<file path="src/rtl/tt_sweep_pkg.sv">
// Shared types and helpers for the truth-table sweep checker.
// Pure declarations; no latency or flow control.
// No backpressure: constant functions and state encoding only.
package tt_sweep_pkg;

    localparam logic [1:0] ST_IDLE  = 2'd0;
    localparam logic [1:0] ST_DRIVE = 2'd1;
    localparam logic [1:0] ST_DONE  = 2'd2;

    typedef enum logic [1:0] {
        IDLE  = ST_IDLE,
        DRIVE = ST_DRIVE,
        DONE  = ST_DONE
    } state_t;

    // Ceiling log2, evaluated at elaboration for counter widths.
    function automatic int clog2(input int value);
        int w;
        w = 0;
        for (int i = 0; i < 32; i++) begin
            if ((1 << i) < value) begin
                w = i + 1;
            end
        end
        return w;
    endfunction

    function automatic logic [7:0] bin2gray(input logic [7:0] bin);
        return bin ^ (bin >> 1);
    endfunction

endpackage

</file>
<file path="src/rtl/tt_dwell_counter.sv">
// Dwell timer: counts 0..DWELL-1 while enabled, tc marks the final count.
// Latency: tc is combinational from the registered count (same cycle).
// No backpressure: clr has priority over en; wraps to 0 after the final count.
module tt_dwell_counter
    import tt_sweep_pkg::*;
#(
    parameter int DWELL = 20
) (
    input  logic clk,
    input  logic rst_n,
    input  logic clr,
    input  logic en,
    output logic tc
);

    localparam int            CW   = (DWELL > 1) ? clog2(DWELL) : 1;
    localparam logic [CW-1:0] LAST = CW'(DWELL - 1);

    logic [CW-1:0] cnt;

    always_ff @(posedge clk or negedge rst_n) begin
        if (!rst_n) begin
            cnt <= '0;
        end else if (clr) begin
            cnt <= '0;
        end else if (en) begin
            cnt <= (cnt == LAST) ? '0 : cnt + 1'b1;
        end
    end

    assign tc = en && (cnt == LAST);

endmodule

</file>
<file path="config.mk">
export PLATFORM = sky130hd
export DESIGN_NAME = tt_dwell_counter
export DESIGN_NICKNAME = d
export VERILOG_FILES = /design/src/rtl/tt_sweep_pkg.sv /design/src/rtl/tt_dwell_counter.sv
export SDC_FILE = /design/constraint.sdc
export NUM_CORES = 1
export LEC_CHECK = 0
export ABC_CLOCK_PERIOD_IN_PS = 4420
export CORE_MARGIN = 10
export CORE_UTILIZATION = 50
export CTS_CLUSTER_DIAMETER = 80
export CTS_CLUSTER_SIZE = 40
export DETAILED_ROUTE_END_ITERATION = 10
export GPL_TIMING_DRIVEN = 0
export HOLD_SLACK_MARGIN = 0.06
export PLACE_DENSITY = 0.65
export SETUP_SLACK_MARGIN = 0.1
export SLEW_MARGIN = 20
export SYNTH_ARGS = -nofsm -noshare
export SYNTH_HDL_FRONTEND = slang
export SYNTH_SLANG_ARGS = --single-unit
</file>
<file path="constraint.sdc">
create_clock -name clk -period 4.42 [get_ports clk]
set_input_delay 0.442 -clock clk [delete_from_list [all_inputs] [get_ports clk]]
set_output_delay 0.442 -clock clk [all_outputs]
set_load 0.03 [all_outputs]
</file>
==> impl_metrics.env <==
export IMPL_gp_congestion=0.8793
export IMPL_coreArea_um2=3390
export IMPL_syn_cell_area_um2=1773
export IMPL_highest_signal_layer="met4"
export IMPL_leakage_nw=0.8286
export IMPL_tightest_slew_ns=0.8354
export IMPL_p_sw_share_pct=24.72
export IMPL_stdcell_area_um2=1927
export IMPL_largestRegisters="cnt (32)"
export IMPL_wl_met2_mm=1.817
export IMPL_final_cell_count_no_fill=248
export IMPL_seq_power_share_pct=59.2
export IMPL_holdCritPathClass="input port to asynchronous set/reset pin"
export IMPL_synthCells=190
export IMPL_cts_buffer_depth=2
export IMPL_overflow=0
export IMPL_syn_nets=195
export IMPL_port_buffers=4
export IMPL_postCtsHoldBufs=0
export IMPL_maxSlewViolCount=0
export IMPL_status="complete, no violations"
export IMPL_crit_type="flip-flop to output pin"
export IMPL_clkSinkCount=32
export IMPL_dr_total_vias=1465
export IMPL_rsz0062_at_grt="no"
export IMPL_power_density_nw_per_um2=259.4
export IMPL_viasPerCell=5.907
export IMPL_grt_antenna_before_repair=0
export IMPL_ant_nets=0
export IMPL_cts_tree="yes"
export IMPL_cts_resized=0
export IMPL_r2r_slack_ns=2.25
export IMPL_slew_headroom_pct=43.88
export IMPL_place_ws_ns=1.922
export IMPL_avgSynthCellArea_um2=9.331
export IMPL_drt_total_wl_mm=3.973
export IMPL_synthToLayoutAreaGrowth_pct=8.680
export IMPL_grt_pass1_wl_mm=6.734
export IMPL_dp_hpwl_mm=2.797
export IMPL_wl_per_cell_um=16.02
export IMPL_fin_crit_sh_pct=64.42
export IMPL_p_int_mw=0.3763
export IMPL_cts_setup_buffers=0
export IMPL_die_area_um2=6327
export IMPL_fin_nets=206
export IMPL_start_util_pct=52.31
export IMPL_grt_start_max_net_pins=33
export IMPL_worstPathMaxFanout=5
export IMPL_yosysUniqueCellTypes=38
export IMPL_cap_violations=0
export IMPL_clk_insertion_delay_late_ns=0.33
export IMPL_num_rows=21
export IMPL_p_comb_share_pct=4.9
export IMPL_fin_tns_setup_ns=0
export IMPL_clkPwrFrac_pct=35.9
export IMPL_numCtsBuffers=5
export IMPL_htreeDepth=2
export IMPL_track_usage_pct=13.31
export IMPL_fmax_ghz=0.3512
export IMPL_largest_reg_flops=32
export IMPL_final_cell_mix="dfrtp_1 (32), nor2_1 (28), xor2_1 (18), nand4_1 (16), nand2_1 (16)"
export IMPL_critPathArrivalTime_ns=2.41
export IMPL_die_width_um=79.55
export IMPL_startpoint_type="flip-flop"
export IMPL_ys_ff_latch=32
export IMPL_dp_cells=240
export IMPL_p_total_mw=0.4998
export IMPL_root_buffer="clkbuf_4"
export IMPL_seq_area_frac_synth_pct=45.17
export IMPL_hold_viol_final=0
export IMPL_end_kind="output pin"
export IMPL_reg2reg_depth=6
export IMPL_drive_gt1_share_pct=9.406
export IMPL_drc=0
export IMPL_die_h_um=79.55
export IMPL_drt_first_pass_iters=4
export IMPL_grt_pass1_vias=1346
export IMPL_ys_warn_count=0
export IMPL_period_minus_slack_ns=2.848
export IMPL_top_register="cnt"
export IMPL_routedLengthMet1_mm=1.853
export IMPL_final_common_cell="dfrtp_1"
export IMPL_setup_ws_ns=1.572
export IMPL_cts_reportedPaths_clkPinSlew_ns=0.10
export IMPL_ios=5
export IMPL_drtIter0Drc=194
export IMPL_skew_ns=0.005151
export IMPL_setup_viol=0
export IMPL_routed_wl_met3_um=244
export IMPL_n_antenna_cell=0
export IMPL_cp_required_ns=3.98
export IMPL_dpl_cell_area_um2=1866
export IMPL_ir_drop_mv=0.2208
export IMPL_p_switching_mw=0.1236
[path summary, 6_finish.rpt]
path / start / endpoint
setup / recovery: cnt[13]$_DFFE_PN0P_ / tc
setup reg to reg: cnt[13]$_DFFE_PN0P_ / cnt[6]$_DFFE_PN0P_
hold / removal: rst_n / cnt[29]$_DFFE_PN0P_
min in group clk: cnt[30]$_DFFE_PN0P_ / cnt[30]$_DFFE_PN0P_
max in group asynchronous: rst_n / cnt[2]$_DFFE_PN0P_
hold reg to reg: cnt[30]$_DFFE_PN0P_ / cnt[30]$_DFFE_PN0P_
[power by group through the flow]
stage | registers, mW | clock network (mW) | logic [mW]
after floorplan | 0.301 | 0 | 0.0115
after global placement | 0.301 | 0 | 0.0247
after detailed placement | 0.302 | 0 | 0.0253
after CTS | 0.296 | 0.181 | 0.0253
after global routing | 0.296 | 0.196 | 0.0280
final | 0.296 | 0.179 | 0.0247
[worst max-delay path: stages, from the launching register on]
cell             delay [ns]
dfrtp_1                0.46
nor4_1                 0.40
nand4_1                0.21
nor2_1                 0.20
and2_1                 0.14
clkdlybuf4s50_1        0.66
[kinds of logic (layout without fill, tap and decap cells)]
family	Yosys count	after routing	synth area share (%)
flops	32	32	45.17
xor+xnor	21	21	10.37
compound gates	25	25	9.457
buf+inv	8	20	1.764
fa+ha+maj	1	1	0.7056
simple gates	103	103	32.53
[routing by layer]
metal | vias up | GRT usage [%]
met5 | - | 0
met4 | 0 | 5.018
met3 | 6 | 3.153
met2 | 41 | 19.50
met1 | 707 | 18.38
li1 | 711 | -
[cells in the mapped netlist, drive strengths merged]
cell     number  share of area (%)
o21a          1               0.42
or4           2               0.85
a21o          2               0.85
and3          4                1.4
or2           1               0.35
nor4b         1               0.49
o2111ai       1               0.49
xor2         18                8.9
dfrtp        32                 45
nor3b         1               0.42
ha            1               0.71
inv           2               0.42
o21ai         6                1.7
o211ai        1               0.42
nor4          8                3.7
nor3          4                1.8
a21oi         3               0.85
and4          2                1.1
buf           1               0.28
nor2b         2               0.71
nor2         28                5.9
nand3        11                3.1
clkbuf        5                1.1
o21ba         2                1.1
or3           2               0.78
nand2        16                3.4
xnor2         3                1.5
and2          3                1.1
nand4        18                7.6
a41oi         2               0.99
a22o          1               0.49
a31oi         6                2.1
[final cells by class]
cell class                 count  area, um2
buffer                         6      23.77
clock buffer                   6      51.30
clock inverter                 2      10.01
fill                         298       1463
inverter                       2      7.507
multi-input combinational    150      940.9
sequential                    32      800.8
tap                           46      57.56
timing repair buffer           4      35.03
[stage by stage]
stage          utilization (%)  hold WS (ns)
2_1_floorplan                -        0.1464
3_3_place_gp             55.19        0.4884
3_5_place_dp             55.04        0.4971
4_1_cts                  56.85        0.1815
5_1_grt                  56.85        0.1918
6_report                 56.85        0.1434
(Power assumes the default switching activity.)
